===== config.mk =====
export PLATFORM = sky130hd
export DESIGN_NAME = pipeline_ctrl
export DESIGN_NICKNAME = d
export VERILOG_FILES = /design/src/rtl/pipeline_ctrl_pkg.sv /design/src/rtl/pipeline_ctrl_fwd_unit.sv /design/src/rtl/pipeline_ctrl.sv
export SDC_FILE = /design/constraint.sdc
export NUM_CORES = 1
export LEC_CHECK = 0
export ABC_CLOCK_PERIOD_IN_PS = 2000
export CAP_MARGIN = 20
export CORE_UTILIZATION = 36
export CTS_CLUSTER_DIAMETER = 120
export DETAILED_ROUTE_END_ITERATION = 8
export PLACE_DENSITY_LB_ADDON = 0.3
export SLEW_MARGIN = 20
export SYNTH_ARGS = -nofsm -noshare
export SYNTH_HDL_FRONTEND = slang
export SYNTH_SLANG_ARGS = --single-unit

===== constraint.sdc =====
create_clock -name clk -period 2 [get_ports clk]
set_clock_uncertainty 0.1 [all_clocks]
set_input_delay 0.4 -clock clk [delete_from_list [all_inputs] [get_ports clk]]
set_output_delay 0.4 -clock clk [all_outputs]
set_load 0.02 [all_outputs]

===== src/rtl/pipeline_ctrl_pkg.sv =====
// pipeline_ctrl_pkg: shared types and constants for the 5-stage pipeline
// hazard/sequencing controller.
//   fwd_sel_e    : EX operand source select (none / MEM result / WB result)
//   ctrl_state_e : controller sequencing state
//   REG_ZERO     : architectural $zero, never a forwarding source
//   CNT_W        : width of the shared MDU/drain down-counter
//   sat_inc      : saturating 32-bit increment for the optional perf counters
package pipeline_ctrl_pkg;

  typedef enum logic [1:0] {
    FWD_NONE = 2'd0,
    FWD_MEM  = 2'd1,
    FWD_WB   = 2'd2
  } fwd_sel_e;

  typedef enum logic [1:0] {
    RUN      = 2'd0,
    MDU_WAIT = 2'd1,
    DRAIN    = 2'd2,
    HALTED   = 2'd3
  } ctrl_state_e;

  localparam logic [4:0] REG_ZERO = 5'd0;

  // Wide enough for MDU_LATENCY-1 up to 62 and DRAIN_CYCLES-1 up to 14.
  localparam int CNT_W = 6;

  function automatic logic [31:0] sat_inc(input logic [31:0] v);
    return (v == 32'hFFFF_FFFF) ? v : v + 32'd1;
  endfunction

endpackage


===== src/rtl/pipeline_ctrl_fwd_unit.sv =====
// pipeline_fwd_unit: purely combinational forwarding compare for one EX
// operand. The MEM-stage result has priority over the WB-stage result;
// $zero never forwards. The register file is write-before-read, so no ID
// forwarding is needed.
// Ports:
//   src           in  5  source register of the instruction now in EX
//   mem_rd        in  5  MEM destination
//   mem_reg_write in  1  MEM writes register file
//   wb_rd         in  5  WB destination
//   wb_reg_write  in  1  WB writes register file
//   sel           out 2  operand source select (fwd_sel_e encoding)
module pipeline_fwd_unit
  import pipeline_ctrl_pkg::*;
(
  input  logic [4:0] src,
  input  logic [4:0] mem_rd,
  input  logic       mem_reg_write,
  input  logic [4:0] wb_rd,
  input  logic       wb_reg_write,
  output logic [1:0] sel
);

  logic mem_hit;
  logic wb_hit;

  assign mem_hit = mem_reg_write && (mem_rd != REG_ZERO) && (mem_rd == src);
  assign wb_hit  = wb_reg_write  && (wb_rd  != REG_ZERO) && (wb_rd  == src);

  always_comb begin
    sel = FWD_NONE;
    if (mem_hit) begin
      sel = FWD_MEM;
    end else if (wb_hit) begin
      sel = FWD_WB;
    end
  end

endmodule


===== src/rtl/pipeline_ctrl.sv =====
// pipeline_ctrl: central hazard and sequencing controller for the 5-stage
// MIPS pipeline. Produces PC/IF-ID stall, ID-EX bubble, IF-ID flush and EX
// operand forwarding selects; holds the pipe for multi-cycle mult/div; drains
// and halts the core once the halt PC has been fetched.
// Optional build macro PIPELINE_CTRL_PERF_EN adds saturating performance
// counters stall_cycles / flush_count / mdu_cycles.
// Ports:
//   clk, rst (async, active-low)
//   next_pc                       fetch address (halt detect)
//   id_rs/id_rt, id_uses_rs/rt    ID source operands
//   id_mdu_start                  ID instruction is mult/div
//   ex_rd, ex_reg_write, ex_mem_read, ex_branch_taken   EX stage status
//   mem_rd/mem_reg_write, wb_rd/wb_reg_write            later-stage writers
//   pc_stall, if_id_stall, id_ex_bubble, if_id_flush    pipeline control
//   fwd_a, fwd_b                  EX operand source selects
//   mdu_busy, halted              status
//   dbg_state                     current controller state (ctrl_state_e)
module pipeline_ctrl
  import pipeline_ctrl_pkg::*;
#(
  parameter logic [31:0] HALT_PC      = 32'h8008_8008,
  parameter int          DRAIN_CYCLES = 4,
  parameter int          MDU_LATENCY  = 32
) (
  input  logic        clk,
  input  logic        rst,
  input  logic [31:0] next_pc,
  input  logic [4:0]  id_rs,
  input  logic [4:0]  id_rt,
  input  logic        id_uses_rs,
  input  logic        id_uses_rt,
  input  logic        id_mdu_start,
  input  logic [4:0]  ex_rd,
  input  logic        ex_reg_write,
  input  logic        ex_mem_read,
  input  logic        ex_branch_taken,
  input  logic [4:0]  mem_rd,
  input  logic        mem_reg_write,
  input  logic [4:0]  wb_rd,
  input  logic        wb_reg_write,
  output logic        pc_stall,
  output logic        if_id_stall,
  output logic        id_ex_bubble,
  output logic        if_id_flush,
  output logic [1:0]  fwd_a,
  output logic [1:0]  fwd_b,
  output logic        mdu_busy,
  output logic        halted,
  output logic [1:0]  dbg_state
`ifdef PIPELINE_CTRL_PERF_EN
  ,
  output logic [31:0] stall_cycles,
  output logic [31:0] flush_count,
  output logic [31:0] mdu_cycles
`endif
);

  localparam logic [CNT_W-1:0] MDU_LOAD   = CNT_W'(MDU_LATENCY - 1);
  localparam logic [CNT_W-1:0] DRAIN_LOAD = CNT_W'(DRAIN_CYCLES - 1);

  ctrl_state_e      state, state_nxt;
  logic [CNT_W-1:0] cnt, cnt_nxt;
  logic             halt_hit;
  logic [4:0]       ex_rs, ex_rt;
  logic             load_use;

  logic pc_stall_s, if_id_stall_s, id_ex_bubble_s, if_id_flush_s;

  assign load_use = ex_mem_read && (ex_rd != REG_ZERO) &&
                    ((id_uses_rs && (ex_rd == id_rs)) ||
                     (id_uses_rt && (ex_rd == id_rt)));

  // State register, down-counter and registered halt-PC compare.
  always_ff @(posedge clk or negedge rst) begin
    if (!rst) begin
      state    <= RUN;
      cnt      <= '0;
      halt_hit <= 1'b0;
    end else begin
      state    <= state_nxt;
      cnt      <= cnt_nxt;
      halt_hit <= (next_pc == HALT_PC);
    end
  end

  always_comb begin
    state_nxt      = state;
    cnt_nxt        = cnt;
    pc_stall_s     = 1'b0;
    if_id_stall_s  = 1'b0;
    id_ex_bubble_s = 1'b0;
    if_id_flush_s  = 1'b0;
    case (state)
      RUN: begin
        // A taken branch wins over load-use: the PC must take the target.
        pc_stall_s     = load_use && !ex_branch_taken;
        if_id_stall_s  = load_use && !ex_branch_taken;
        id_ex_bubble_s = load_use || ex_branch_taken;
        if_id_flush_s  = ex_branch_taken;
        // MDU start beats halt; halt_hit stays true while the PC is held,
        // so the halt is taken once the MDU finishes.
        if (id_mdu_start && !load_use && !ex_branch_taken) begin
          state_nxt = MDU_WAIT;
          cnt_nxt   = MDU_LOAD;
        end else if (halt_hit) begin
          state_nxt = DRAIN;
          cnt_nxt   = DRAIN_LOAD;
        end
      end
      MDU_WAIT: begin
        pc_stall_s     = 1'b1;
        if_id_stall_s  = 1'b1;
        id_ex_bubble_s = 1'b1;
        if (cnt == '0) begin
          state_nxt = RUN;
        end else begin
          cnt_nxt = cnt - 1'b1;
        end
      end
      DRAIN: begin
        pc_stall_s    = 1'b1;
        if_id_flush_s = 1'b1;
        if (cnt == '0) begin
          state_nxt = HALTED;
        end else begin
          cnt_nxt = cnt - 1'b1;
        end
      end
      HALTED: begin
        pc_stall_s     = 1'b1;
        if_id_flush_s  = 1'b1;
        id_ex_bubble_s = 1'b1;
      end
      default: begin
        state_nxt = RUN;
      end
    endcase
  end

  // While reset is asserted the PC is held and nothing else is requested.
  assign pc_stall     = !rst || pc_stall_s;
  assign if_id_stall  = rst && if_id_stall_s;
  assign id_ex_bubble = rst && id_ex_bubble_s;
  assign if_id_flush  = rst && if_id_flush_s;
  assign mdu_busy     = rst && (state == MDU_WAIT);
  assign halted       = rst && (state == HALTED);
  assign dbg_state    = state;

  // EX copies of the ID source registers. ID/EX only ever advances or takes
  // a bubble; a bubble leaves $zero so nothing forwards to the NOP.
  always_ff @(posedge clk or negedge rst) begin
    if (!rst) begin
      ex_rs <= REG_ZERO;
      ex_rt <= REG_ZERO;
    end else if (id_ex_bubble) begin
      ex_rs <= REG_ZERO;
      ex_rt <= REG_ZERO;
    end else begin
      ex_rs <= id_rs;
      ex_rt <= id_rt;
    end
  end

  pipeline_fwd_unit u_fwd_a (
    .src           (ex_rs),
    .mem_rd        (mem_rd),
    .mem_reg_write (mem_reg_write),
    .wb_rd         (wb_rd),
    .wb_reg_write  (wb_reg_write),
    .sel           (fwd_a)
  );

  pipeline_fwd_unit u_fwd_b (
    .src           (ex_rt),
    .mem_rd        (mem_rd),
    .mem_reg_write (mem_reg_write),
    .wb_rd         (wb_rd),
    .wb_reg_write  (wb_reg_write),
    .sel           (fwd_b)
  );

`ifdef PIPELINE_CTRL_PERF_EN
  // Counters only advance in RUN/MDU_WAIT, so they freeze once HALTED.
  always_ff @(posedge clk or negedge rst) begin
    if (!rst) begin
      stall_cycles <= '0;
      flush_count  <= '0;
      mdu_cycles   <= '0;
    end else begin
      if (((state == RUN) || (state == MDU_WAIT)) && pc_stall) begin
        stall_cycles <= sat_inc(stall_cycles);
      end
      if ((state == RUN) && if_id_flush) begin
        flush_count <= sat_inc(flush_count);
      end
      if (state == MDU_WAIT) begin
        mdu_cycles <= sat_inc(mdu_cycles);
      end
    end
  end
`endif

endmodule


[Word level (Yosys, flattened, before mapping)]
Index checks and enable logic that the tools add are counted.
Word-level totals
  flip-flop bits (word level): 19
  latch bits: 0
  bits in writable memories: 0
  ROM bits: 0
  input port bits: 67
  output and inout bits: 12
  logic and storage cells: 76
  memories kept: 0
Operators by class
  add/subtract/negate cells: 1
  multipliers: 0
  divide/modulo/power cells: 0
  $lt $le $gt $ge: 0
  equal/unequal tests: 14
  shift operators: 0
  multiplexer cells: 19
  bitwise gates (word level): 0
  reductions and logical operators: 37
Operators by type and width (count)
  $eq A32 B32 Y1 const B: 1
  $eq A5 B5 Y1: 6
  $logic_and A1 B1 Y1: 18
  $mux W6: 3
  $mux W2: 8
  $reduce_bool A5 Y1: 3
  $pmux W6 S2: 1
  $mux W5: 2
  $pmux W1 S2: 4
  $logic_not A6 Y1: 1
  $ne A2 B2 Y1 const B: 3
  $pmux W2 S3: 1
  $reduce_or A2 Y1: 3
  $sub A6 B1 Y6 const B: 1
  $eq A2 B2 Y1 const B: 2
  $reduce_and A4 Y1: 1
  $logic_not A1 Y1: 3
  $logic_or A1 B1 Y1: 3
  $ne A3 B3 Y1 const B: 1
  $reduce_and A3 Y1: 1
  $reduce_bool A3 Y1: 1
  $reduce_or A3 Y1: 1
  $eq A2 B1 Y1 const B: 1
  $logic_not A2 Y1: 1
  $reduce_bool A2 Y1: 1

[Depth between registers and ports, before layout]
  depth in word-level cells: 9
  depth in mapped cells: 7
  mapped depth without buffers: 7

[Cells and area by module]
From an unflattened synthesis, not the netlist that was laid out.
Unflattened totals
  cell total of the unflattened synthesis: 171
  area, all modules: 1577.8 um2
By module, submodules not included
  pipeline_ctrl: times used 1, cells each 129, area each 1260.0 um2, sequential area each 475.5 um2
  pipeline_fwd_unit: times used 2, cells each 21, area each 158.9 um2, sequential area each 0.0 um2

[Worst setup path after synthesis]
No wires, ideal clock.
  kind: input -> output
  from: input mem_rd[1]
  to: output fwd_a[1]
  data arrival time: 1.923 ns
  required time: 1.500 ns
  slack: -0.423 ns
  stages on the path: 4
  path buffers: 0
  path through: or4_1 o21ai_0 nor4_1 nor4_1
On the way
  longest elaborated chain between the ends: 4
  elaborated cells on any way between the ends: 5
  those cells by class: eq/ne: 1; mux: 1; reduce/logical: 3
Ends and longest elaborated chain
  from (decl): line pipeline_ctrl.sv:37  | input logic [4:0] mem_rd,
  $reduce_bool A5 Y1: line pipeline_ctrl_fwd_unit.sv:26  | assign mem_hit = mem_reg_write && (mem_rd != REG_ZERO) && (mem_rd == src);
  $logic_and A1 B1 Y1: line pipeline_ctrl_fwd_unit.sv:26
  $logic_and A1 B1 Y1 *: line pipeline_ctrl_fwd_unit.sv:26
  net u_fwd_a.mem_hit: line pipeline_ctrl_fwd_unit.sv:23  | logic mem_hit;
  $mux W2 *: line pipeline_ctrl_fwd_unit.sv:31  | if (mem_hit) begin
  to (decl): line pipeline_ctrl.sv:45  | output logic [1:0] fwd_a,
The timed path passes the listed nets; every way through them passes the cells marked *.

[Final worst setup path]
  from: register ex_rs[4]
  to: output fwd_a[1]
On the way
  longest elaborated chain between the ends: 4
  elaborated cells on any way between the ends: 6
  those cells by class: eq/ne: 2; mux: 2; reduce/logical: 2
Ends and longest elaborated chain
  from (decl): line pipeline_ctrl.sv:64  | logic [4:0] ex_rs, ex_rt;
  from (signal assigned): line pipeline_ctrl.sv:159  | ex_rs <= id_rs;
  $eq A5 B5 Y1: line pipeline_ctrl_fwd_unit.sv:27  | assign wb_hit = wb_reg_write && (wb_rd != REG_ZERO) && (wb_rd == src);
  $logic_and A1 B1 Y1: line pipeline_ctrl_fwd_unit.sv:27
  $mux W2: line pipeline_ctrl_fwd_unit.sv:33  | end else if (wb_hit) begin
  $mux W2 *: line pipeline_ctrl_fwd_unit.sv:31
Mark *: on every way between the ends. The rest lies on a longest branch, timed or not.

==> out/results.ini <==
[synthesis]
syn_nets=238
synth_flop_cell=dfrtp_1
syn_avg_cell_area_um2=9.25
synth_edf_count=0
seq_area_frac_synth=0.313
syn_inst=164
synth.ff_latch_count=19
async_reset_ff_frac=1.00
yosysUniqueCellTypes=41
yosysWarningCount=0
synth_area_mm2=0.00152

[drt]
drc_errors=0
vias=1662
dr.pass1.iters=4
routed_wl_um=4330
viasPerCell=4.99
wl_per_cell_um=13.0
drt_iter0_drc=20
ant_nets=0

[floorplanning]
die_area_mm2=0.00448
fp.dieH_um=66.9
die_x_um=66.9
initial_utilization=0.377
ios=79
fp.coreArea_mm2=0.00403
rows=23

[worst_setup_path]
worstSetupPathType=reg2out
crit_path_cell_trace=xor2_1 > or4_4 > nor4_4 > buf_4
cpPeakStageDelay_ns=0.53
worstPathRequired_ns=1.50
cp_data_arrival_time_ns=1.80
crit_path_max_fanout=2
cp_top_family=simple AND/OR/NAND/NOR gates
critPathCaptureType=output pin
cp.buffers_inverters=1
crit_slowest_cell=or4_4
cp-start-kind=flip-flop

[grt]
grt_usage=0.204
grt_start_max_net_pins=14
antenna_found_initial=0
grt_pass1_vias=1658
grt_pass1_wl_um=6920
grt_overflow_total=0

[clock_network]
clock-sinks=19
htreeDepth=1
cts-root-buf=clkbuf_8
clk_path_buf_depth=2
clkTransAtPathRegs_ns=0.07
cts_buffers=3
hold_buffers=0
cts_tree=built
clk_latency_ns=0.25

[cells_and_area]
diodes=0
area_growth_pct=88.5
n_fill_cell=299
nets=358
drive_above_1_share=0.410

[power]
total_power_mw=0.992
power.density_mw_per_mm2=347
ir_worst_vdd_mv=0.201
p_leak_nw=1.27

[timing]
rsz0062_at_grt=true
finalSetupViolCount=7
relSlewSlack=0.786
worstMarginPinSlew_ns=0.319
fin_ws_ns=-0.303
fin_crit_sh=1.15
fmax_mhz=434
drv_slew=0
finalHoldViolCount=0
setup-tns-final_ns=-1.24
min_period_ns=2.30

[run]
maxCapViolCount=0

[run_status]
violations=negative setup slack
status=finished with violations

[worst_hold_path]
hold_class=in2async

[placed_design]
gp_congestion=0.782
dp_hpwl_um=3410
io_buffers=77

[kinds of logic (layout without fill, tap and decap cells)]
kind of cell    Yosys count  after routing  share of synthesized area
fa+ha+maj                 7              7                     0.0577
simple gates             67             67                      0.262
flops                    19             19                      0.313
buf+inv                  11            130                     0.0322
compound gates           27             27                      0.139
mux                       3              3                     0.0223
xor+xnor                 30             30                      0.173
[cell usage after synthesis, types with 3 or more instances]
library cell,number,share of area
nor4_1,8,0.033
nor2_1,4,0.0099
mux2_2,3,0.022
o21ai_0,6,0.020
nand2_1,12,0.030
nand3_1,5,0.016
ha_1,7,0.058
and2_1,12,0.049
nand4_1,4,0.016
xnor2_1,16,0.092
nor4b_1,4,0.023
nor3_1,3,0.0099
xor2_1,14,0.081
inv_1,7,0.017
or4_1,5,0.025
dfrtp_1,19,0.31
[per-stage QoR]
step	util	area, um2	instances	hold slack, ns	worst slack (ns)
CTS	0.690	2780	331	0.421	-0.334
detailed placement	0.650	2620	320	0.435	-1.09
floorplan	-	1570	164	0.00441	-0.0161
global placement	0.650	2620	320	0.424	-0.991
global route	0.710	2860	333	0.0823	-0.359
finish	0.710	2860	333	0.0743	-0.303
[registers in the layout, summed over array words and instances, names as in the netlist]
register / cells
halt_hit: 1
ex_rs: 5
dbg_state: 2
cnt: 6
ex_rt: 5
[per-layer routing]
layer / GRT usage / up-vias / wire, um
met2: 0.385 / 54 / 2350
met5: 0 / - / 0
met1: 0.237 / 771 / 1760
met4: 0.0559 / 0 / 43
li1: - / 833 / -
met3: 0.0240 / 4 / 170
[power breakdown]
group	internal, mW	switching, mW
logic	0.201	0.124
clock network	0.138	0.126
registers	0.394	0.00828
total	0.734	0.258
[path summary, 6_finish.rpt]
| path | start | to | slack, ns | cells past startpoint |
|---|---|---|---|---|
| min in group clk | id_rt[0] | ex_rt[0]$_DFF_PN0_ | 0.29 | 2 |
| worst min register to register | cnt[1]$_DFFE_PN0P_ | cnt[1]$_DFFE_PN0P_ | 0.45 | 1 |
| worst max-delay path | ex_rs[4]$_DFF_PN0_ | fwd_a[1] | -0.30 | 4 |
| worst min-delay path | rst | dbg_state[0]$_DFFE_PN0P_ | 0.07 | 2 |
| max in group asynchronous | rst | ex_rt[3]$_DFF_PN0_ | 1.55 | 2 |
| worst max register to register | dbg_state[1]$_DFFE_PN0P_ | cnt[0]$_DFFE_PN0P_ | 0.12 | 8 |
[cell usage in the layout (no fill, tap or decap), types with 4 or more instances in the layout]
cell,Yosys,routed
clkdlybuf4s15_1,0,6
clkdlybuf4s50_1,0,38
nor4_1,8,4
dlygate4sd2_1,0,4
xnor2_1,16,14
nand2_1,12,11
and2_1,12,12
clkbuf_2,0,7
buf_6,0,10
nand4_1,4,4
or4_4,0,4
buf_2,0,5
nor4_4,0,4
nor4b_1,4,4
buf_4,2,42
inv_1,7,4
xor2_1,14,13
dfrtp_1,19,17
[final cells by class]
type,instances,area [um2],share of cell area
Multi-Input combinational cell,134,1190,0.417
Timing Repair Buffer,119,1050,0.368
Tap cell,50,62.6,0.0219
Clock buffer,3,41.3,0.0144
Sequential cell,19,478,0.167
Clock inverter,1,5.00,0.00175
Inverter,7,28.8,0.0101
[what timing repair did]
action | in CTS | in global routing
hold endpoints to repair | 0 | 0
gates resized for setup | 132 | 44
pin swaps | 22 | 29
setup buffers | 7 | 4
endpoints found under the setup margin | 28 | 16
No activity file was read; power rests on OpenSTA's default activity.
